<file path="config.mk">
export PLATFORM = sky130hd
export DESIGN_NAME = tap_scan_seq_flat
export DESIGN_NICKNAME = d
export VERILOG_FILES = /design/src/rtl/tdc_sel_pkg.sv /design/src/rtl/tap_scan_seq_if.sv /design/src/rtl/tap_decoder.sv /design/src/rtl/tap_scan_seq.sv /design/src/flat_wrapper.sv
export SDC_FILE = /design/constraint.sdc
export NUM_CORES = 1
export LEC_CHECK = 0
export BUFFER_PORTS_ARGS = -buffer_cell sky130_fd_sc_hd__buf_4
export CAP_MARGIN = 10
export CORE_AREA = 2 2 100 111
export DETAILED_ROUTE_END_ITERATION = 7
export DIE_AREA = 0 0 102 113
export PLACE_DENSITY = 0.76
export SETUP_SLACK_MARGIN = 0.5
export SYNTH_ARGS = -nofsm -noshare
export SYNTH_HDL_FRONTEND = slang
export SYNTH_SLANG_ARGS = --single-unit
</file>
<file path="constraint.sdc">
create_clock -name clk -period 4.15 [get_ports clk]
set_input_delay 0.83 -clock clk [delete_from_list [all_inputs] [get_ports clk]]
set_output_delay 0.83 -clock clk [all_outputs]
set_load 0.02 [all_outputs]
</file>
<file path="src/rtl/tdc_sel_pkg.sv">
// Shared definitions for the delay-line tap select sequencer.
// Holds the scan FSM state encoding and the default tap-count and
// address-width values used by the sequencer, its interface and decoder.
package tdc_sel_pkg;

    localparam int NTAPS_DEF = 32;
    localparam int AW_DEF    = 5;

    typedef enum logic [1:0] {
        IDLE  = 2'd0,
        DWELL = 2'd1,
        SKIP  = 2'd2,
        DONE  = 2'd3
    } state_t;

endpackage

</file>
<file path="src/rtl/tap_scan_seq_if.sv">
// Control/status bundle for tap_scan_seq.
// master: the controller that requests scans and reads status.
// slave : the sequencer itself.
//   mode, addr, tap_en, first, last, dwell, loop, start, abort -> slave
//   sel_out, cur_addr, busy, tap_strobe, done, err             -> master
interface tap_scan_seq_if
    import tdc_sel_pkg::*;
#(
    parameter int NTAPS = NTAPS_DEF,
    parameter int AW    = AW_DEF,
    parameter int DW    = 16
);
    logic             mode;
    logic [AW-1:0]    addr;
    logic [NTAPS-1:0] tap_en;
    logic [AW-1:0]    first;
    logic [AW-1:0]    last;
    logic [DW-1:0]    dwell;
    logic             loop;
    logic             start;
    logic             abort;
    logic [NTAPS-1:0] sel_out;
    logic [AW-1:0]    cur_addr;
    logic             busy;
    logic             tap_strobe;
    logic             done;
    logic             err;

    modport master (
        output mode, addr, tap_en, first, last, dwell, loop, start, abort,
        input  sel_out, cur_addr, busy, tap_strobe, done, err
    );

    modport slave (
        input  mode, addr, tap_en, first, last, dwell, loop, start, abort,
        output sel_out, cur_addr, busy, tap_strobe, done, err
    );
endinterface

</file>
<file path="src/rtl/tap_decoder.sv">
// Combinational one-cold tap decoder.
//   addr   : tap address
//   tap_en : per-tap enable mask (0 = tap unusable)
//   sel    : active-low one-cold select; all ones when the tap is
//            disabled or the address is beyond the delay line
//   hit    : high when a tap is actually selected
module tap_decoder #(
    parameter int NTAPS = 32,
    parameter int AW    = 5
) (
    input  logic [AW-1:0]    addr,
    input  logic [NTAPS-1:0] tap_en,
    output logic [NTAPS-1:0] sel,
    output logic             hit
);

    always_comb begin
        sel = '1;
        hit = 1'b0;
        for (int n = 0; n < NTAPS; n++) begin
            if (int'(addr) == n && tap_en[n]) begin
                sel[n] = 1'b0;
                hit    = 1'b1;
            end
        end
    end

endmodule

</file>
<file path="src/rtl/tap_scan_seq.sv">
// Delay-line tap select sequencer.
// Manual mode drives the addressed tap directly; auto mode walks the
// taps first..last, holding each enabled tap for dwell+1 cycles and
// spending one all-ones cycle on each disabled tap.
//   clk, rst : rising-edge clock, synchronous active-high reset
//   bus      : tap_scan_seq_if.slave (controls in, tap select/status out)
module tap_scan_seq
    import tdc_sel_pkg::*;
#(
    parameter int NTAPS = NTAPS_DEF,
    parameter int AW    = AW_DEF,
    parameter int DW    = 16
) (
    input logic           clk,
    input logic           rst,
    tap_scan_seq_if.slave bus
);

    localparam logic [NTAPS-1:0] ALL_OFF = '1;

    state_t           state;
    logic [AW-1:0]    first_r;
    logic [AW-1:0]    last_r;
    logic [DW-1:0]    dwell_r;
    logic             loop_r;
    logic [DW-1:0]    cnt;

    logic [AW-1:0]    dec_addr;
    logic [NTAPS-1:0] dec_sel;
    logic             dec_hit;
    logic [DW-1:0]    ent_dwell;
    state_t           ent_state;
    logic [NTAPS-1:0] ent_sel;
    logic             ent_strobe;

    // One decoder serves every path: the manual address in IDLE/manual,
    // the requested first tap on a start, first_r on a loop reload, and
    // the next tap while stepping through the range.
    always_comb begin
        dec_addr  = bus.cur_addr + AW'(1);
        ent_dwell = dwell_r;
        case (state)
            IDLE: begin
                dec_addr  = bus.mode ? bus.first : bus.addr;
                ent_dwell = bus.dwell;
            end
            DONE:    dec_addr = first_r;
            default: dec_addr = bus.cur_addr + AW'(1);
        endcase
    end

    tap_decoder #(.NTAPS(NTAPS), .AW(AW)) u_dec (
        .addr   (dec_addr),
        .tap_en (bus.tap_en),
        .sel    (dec_sel),
        .hit    (dec_hit)
    );

    // Outcome of entering the decoded tap: dwell on it if enabled,
    // otherwise spend a single all-ones skip cycle.
    always_comb begin
        ent_state  = dec_hit ? DWELL : SKIP;
        ent_sel    = dec_hit ? dec_sel : ALL_OFF;
        ent_strobe = dec_hit && (ent_dwell == '0);
    end

    always_ff @(posedge clk) begin
        if (rst || (state != IDLE && bus.abort)) begin
            state          <= IDLE;
            bus.sel_out    <= ALL_OFF;
            bus.busy       <= 1'b0;
            bus.tap_strobe <= 1'b0;
            bus.done       <= 1'b0;
            bus.err        <= 1'b0;
            cnt            <= '0;
            if (rst) begin
                bus.cur_addr <= '0;
            end
        end else begin
            bus.tap_strobe <= 1'b0;
            bus.done       <= 1'b0;
            bus.err        <= 1'b0;
            case (state)
                IDLE: begin
                    if (!bus.mode) begin
                        bus.sel_out  <= dec_sel;
                        bus.cur_addr <= bus.addr;
                    end else if (bus.start && bus.first <= bus.last) begin
                        first_r        <= bus.first;
                        last_r         <= bus.last;
                        dwell_r        <= bus.dwell;
                        loop_r         <= bus.loop;
                        bus.cur_addr   <= bus.first;
                        bus.busy       <= 1'b1;
                        cnt            <= bus.dwell;
                        state          <= ent_state;
                        bus.sel_out    <= ent_sel;
                        bus.tap_strobe <= ent_strobe;
                    end else begin
                        bus.sel_out <= ALL_OFF;
                        bus.err     <= bus.start;
                    end
                end
                DWELL, SKIP: begin
                    if (state == DWELL && cnt != '0) begin
                        // Strobe is registered, so it is set one edge
                        // before the counter reaches zero.
                        cnt            <= cnt - DW'(1);
                        bus.tap_strobe <= (cnt == DW'(1));
                    end else if (bus.cur_addr == last_r) begin
                        state       <= DONE;
                        bus.sel_out <= ALL_OFF;
                        bus.done    <= 1'b1;
                    end else begin
                        bus.cur_addr   <= bus.cur_addr + AW'(1);
                        cnt            <= dwell_r;
                        state          <= ent_state;
                        bus.sel_out    <= ent_sel;
                        bus.tap_strobe <= ent_strobe;
                    end
                end
                DONE: begin
                    if (loop_r) begin
                        bus.cur_addr   <= first_r;
                        cnt            <= dwell_r;
                        state          <= ent_state;
                        bus.sel_out    <= ent_sel;
                        bus.tap_strobe <= ent_strobe;
                    end else begin
                        state       <= IDLE;
                        bus.busy    <= 1'b0;
                        bus.sel_out <= ALL_OFF;
                    end
                end
                default: state <= IDLE;
            endcase
        end
    end

endmodule

</file>
<file path="src/flat_wrapper.sv">
// flat-port wrapper written by rule: the top's interface ports become plain ports
module tap_scan_seq_flat import tdc_sel_pkg::*;
#(
    parameter int NTAPS = NTAPS_DEF,
    parameter int AW    = AW_DEF,
    parameter int DW    = 16
)
  (clk, rst, bus_mode, bus_addr, bus_tap_en, bus_first, bus_last, bus_dwell, bus_loop, bus_start, bus_abort, bus_sel_out, bus_cur_addr, bus_busy, bus_tap_strobe, bus_done, bus_err);
  tap_scan_seq_if #(.NTAPS(NTAPS), .AW(AW), .DW(DW)) bus_i ();
  input logic clk;
  input logic rst;
  input wire logic [$bits(bus_i.mode)-1:0] bus_mode;
  input wire logic [$bits(bus_i.addr)-1:0] bus_addr;
  input wire logic [$bits(bus_i.tap_en)-1:0] bus_tap_en;
  input wire logic [$bits(bus_i.first)-1:0] bus_first;
  input wire logic [$bits(bus_i.last)-1:0] bus_last;
  input wire logic [$bits(bus_i.dwell)-1:0] bus_dwell;
  input wire logic [$bits(bus_i.loop)-1:0] bus_loop;
  input wire logic [$bits(bus_i.start)-1:0] bus_start;
  input wire logic [$bits(bus_i.abort)-1:0] bus_abort;
  output wire logic [$bits(bus_i.sel_out)-1:0] bus_sel_out;
  output wire logic [$bits(bus_i.cur_addr)-1:0] bus_cur_addr;
  output wire logic [$bits(bus_i.busy)-1:0] bus_busy;
  output wire logic [$bits(bus_i.tap_strobe)-1:0] bus_tap_strobe;
  output wire logic [$bits(bus_i.done)-1:0] bus_done;
  output wire logic [$bits(bus_i.err)-1:0] bus_err;
  assign bus_i.mode = bus_mode;
  assign bus_i.addr = bus_addr;
  assign bus_i.tap_en = bus_tap_en;
  assign bus_i.first = bus_first;
  assign bus_i.last = bus_last;
  assign bus_i.dwell = bus_dwell;
  assign bus_i.loop = bus_loop;
  assign bus_i.start = bus_start;
  assign bus_i.abort = bus_abort;
  assign bus_sel_out = bus_i.sel_out;
  assign bus_cur_addr = bus_i.cur_addr;
  assign bus_busy = bus_i.busy;
  assign bus_tap_strobe = bus_i.tap_strobe;
  assign bus_done = bus_i.done;
  assign bus_err = bus_i.err;
  tap_scan_seq #(.NTAPS(NTAPS), .AW(AW), .DW(DW)) u_core (.clk(clk), .rst(rst), .bus(bus_i));
endmodule
</file>
==> flow_metrics.py <==
metrics = {
    "status": {
        "status": "finished, final reports clean",
    },
    "floorplanning": {
        "start_util_pct": 49.0,
        "rows": 39,
        "pin_count": 110,
        "chipWidth_um": 102,
        "die-height_um": 113,
        "dieArea_sq_um": 11500,
        "core_sq_um": 10300,
    },
    "worst_hold_path": {
        "hold_path.class": "reg -> reg",
    },
    "route": {
        "drc": 0,
        "totalWireLength_mm": 16.1,
        "routed_via_density": 6.41,
        "drt-initial-drc-count": 341,
        "first_pass_iters": 5,
        "postRouteAntennaNets": 0,
        "wire_per_inst_um": 19.8,
        "via_count": 5212,
    },
    "logic_synthesis": {
        "synth-edff-count": 32,
        "ys_seq_area_share_pct": 40.2,
        "yosysWarnings": 0,
        "netlist_area_sq_um": 5070,
        "yosysTopAreaCellShare_pct": 21.3,
        "syn-num-nets": 655,
        "ys_top_cells_by_area": "dfxtp_1 21%, edfxtp_1 19%, a31oi_1 3.8%, nand2_1 3.6%, ha_1 3.5%",
        "synth.largest_area_cell": "dfxtp_1",
        "synthCells": 572,
        "ys_seq_elements": 86,
        "syn_area_per_cell_sq_um": 8.87,
        "async_flop_share_pct": 0,
        "synthDistinctLibCells": 65,
        "synth_ff_type": "dfxtp_1",
    },
    "cts": {
        "cts_tree": "done",
        "clock_latency_ns": 0.35,
        "cts_buffer_depth": 2,
        "numCtsBuffers": 9,
        "cts_root_buffer": "clkbuf_16",
        "cts.sinks": 86,
        "cts_setup_buffers": 0,
        "h-tree-depth": 3,
        "hold_buffers": 0,
        "clk_pin_slew_worst_paths_ns": 0.07,
    },
    "global_route": {
        "grt_pass1_vias": 4867,
        "grt.met3_usage_pct": 3.71,
        "met1_usage_pct": 37.3,
        "grt_antenna_before_repair": 0,
        "gr-max-usage-layer": "met2",
        "grt_pass1_wl_mm": 25.5,
        "use_met2_pct": 45.5,
        "track_usage_pct": 28.4,
        "gr-total-overflow": 0,
        "grt_max_degree": 33,
    },
    "sta": {
        "hold_viol": 0,
        "rsz0062_at_grt": "no",
        "period_needed_ns": 3.32,
        "skew_ns": 0.00516,
        "max_slew.worst_pin.slew_ns": 1.03,
        "drv_slew": 0,
        "fmax_ghz": 0.301,
        "worst_slew_margin_rel_pct": 30.8,
        "fin_crit_sh_pct": 80.1,
        "tns_ns": 0,
        "timing.final.ws_setup_ns": 0.827,
        "finalSetupViolations": 0,
    },
    "finish": {
        "area_growth_pct": 25.5,
        "drive_above_1_share_pct": 23.1,
        "utilization_pct": 61.6,
        "fin_nets": 748,
        "num_antenna_cells": 0,
        "final_area_sq_um": 6370,
    },
    "flow_run": {
        "cap_violations": 0,
    },
    "placement": {
        "pre_cts_ws_ns": 0.405,
        "place_hpwl_mm": 11.8,
        "port-buffer-count": 109,
        "globalplace.congestion": 0.996,
        "placed_area_sq_um": 6020,
    },
    "worst_setup_path": {
        "path_cells": "inv_1, ha_2, nand2b_1, o221ai_1, and2_1, buf_4, a222oi_1, o22ai_1, a311oi_1, a31oi_1, o21a_1",
        "cp.required_ns": 4.39,
        "critPathMaxFanout": 27,
        "crit_type": "reg -> reg",
        "max_stage_delay_ns": 0.61,
        "startpoint_type": "register",
        "slowest_stage": "ha_2",
        "arrival_ns": 3.57,
        "critPathCaptureType": "register",
    },
    "pwr": {
        "power.density_nw_per_um2": 958,
        "ir_drop_mv": 0.443,
        "leakagePower_nw": 2.47,
        "power_mw": 6.10,
    },
}
layer usage:
metal | vias to the layer above | share of wire (%)
met5 | - | 0
met4 | 0 | 4.2
met3 | 51 | 7.8
met2 | 287 | 47
met1 | 2479 | 41
li1 | 2395 | -
registers in the layout, indices dropped and copies added (netlist names):
register               count
u_core.bus.busy            1
u_core.bus.cur_addr        5
u_core.bus.done            1
u_core.bus.err             1
u_core.bus.sel_out        32
u_core.bus.tap_strobe      1
u_core.cnt                16
u_core.dwell_r            16
u_core.first_r             5
u_core.last_r              5
u_core.loop_r              1
u_core.state               2
what timing repair did:
item,CTS,global route
endpoints found under the hold margin,0,0
setup endpoints to repair,1,9
gates resized for setup,1,3
pin swaps,0,0
cells by family (layout without fill, tap and decap cells):
logic type	after synthesis	after routing	share of synthesized area, %
simple gates	179	179	17.7
xor+xnor	21	21	3.63
buf+inv	61	159	4.93
mux	12	12	2.49
compound gates	199	199	27.6
flops	86	86	40.2
fa+ha+maj	14	14	3.45
critical path, delay by kind of cell (launching register included):
family,cells,cell delay (ns)
buffers and inverters,2,0.32
AOI/OAI and AO/OA,6,1.33
adders and majority gates,1,0.61
and+or+nand+nor,2,0.53
DFF,1,0.41
area by class of cell:
cell class                 instances  area [sq um]
clock buffer                      12           279
clock inverter                     4          56.3
fill                             925          3980
inverter                          19          71.3
multi-input combinational        425          2810
sequential                        86          2040
tap                              143           179
timing repair buffer             124           931
per-stage QoR:
step | hold slack, ns | std cells
finish | 0.473 | 813
CTS | 0.477 | 813
global placement | 0.462 | 797
global route | 0.490 | 813
detailed placement | 0.462 | 797
floorplan | 0.472 | 572
report_power, final:
part | internal [mW] | switching, mW | total [mW]
clock network | 0.547 | 0.351 | 0.897
registers | 1.11 | 0.188 | 1.29
logic | 1.45 | 2.46 | 3.91
total | 3.10 | 3.00 | 6.10
cells in the final DEF (no fill, tap or decap), drive strengths merged, types with 6 or more instances in the layout:
| master | count |
|---|---|
| inv | 22 |
| nand3 | 17 |
| a221oi | 6 |
| o22ai | 16 |
| xor2 | 10 |
| nand2 | 49 |
| o22a | 10 |
| nor3 | 16 |
| a21oi | 29 |
| o32a | 10 |
| nand2b | 8 |
| dfxtp | 54 |
| ha | 14 |
| a221o | 10 |
| a41oi | 9 |
| clkbuf | 12 |
| nor4 | 11 |
| o21ai | 37 |
| mux2i | 7 |
| buf | 124 |
| nor2 | 38 |
| xnor2 | 11 |
| nand4 | 10 |
| a31oi | 31 |
| edfxtp | 32 |
worst paths after layout:
check / startpoint / to / slack [ns] / cells past startpoint
worst min register to register: u_core.bus.sel_out[8] / u_core.bus.sel_out[8] / 0.47 / 1
worst max register to register: u_core.state[0] / u_core.bus.tap_strobe / 0.83 / 11
worst min-delay path: u_core.bus.sel_out[8] / u_core.bus.sel_out[8] / 0.47 / 1
worst max-delay path: u_core.state[0] / u_core.bus.tap_strobe / 0.83 / 11
synthesized netlist by cell type, types with 3 or more instances:
cell / count
nand3b_1: 4
nor2_1: 37
nand2_1: 49
nor3_1: 15
ha_1: 14
inv_1: 19
a41oi_1: 9
a22o_1: 4
a211oi_1: 3
a221o_1: 10
or3_1: 4
nor4_1: 11
o211ai_1: 3
o21ai_1: 3
nand2b_1: 8
a311oi_1: 3
o22ai_1: 16
clkbuf_1: 32
a221oi_1: 6
o32a_1: 10
o22a_1: 10
mux2i_1: 7
and3_1: 4
nand4_1: 10
dfxtp_1: 54
mux2_2: 5
nand3_1: 17
a31oi_1: 31
edfxtp_1: 32
xor2_1: 10
xnor2_1: 11
buf_2: 5
a21oi_1: 29
o21ai_0: 34
and2_1: 5
buf_1: 3
o21a_1: 3
No activity file was read; power rests on OpenSTA's default activity.
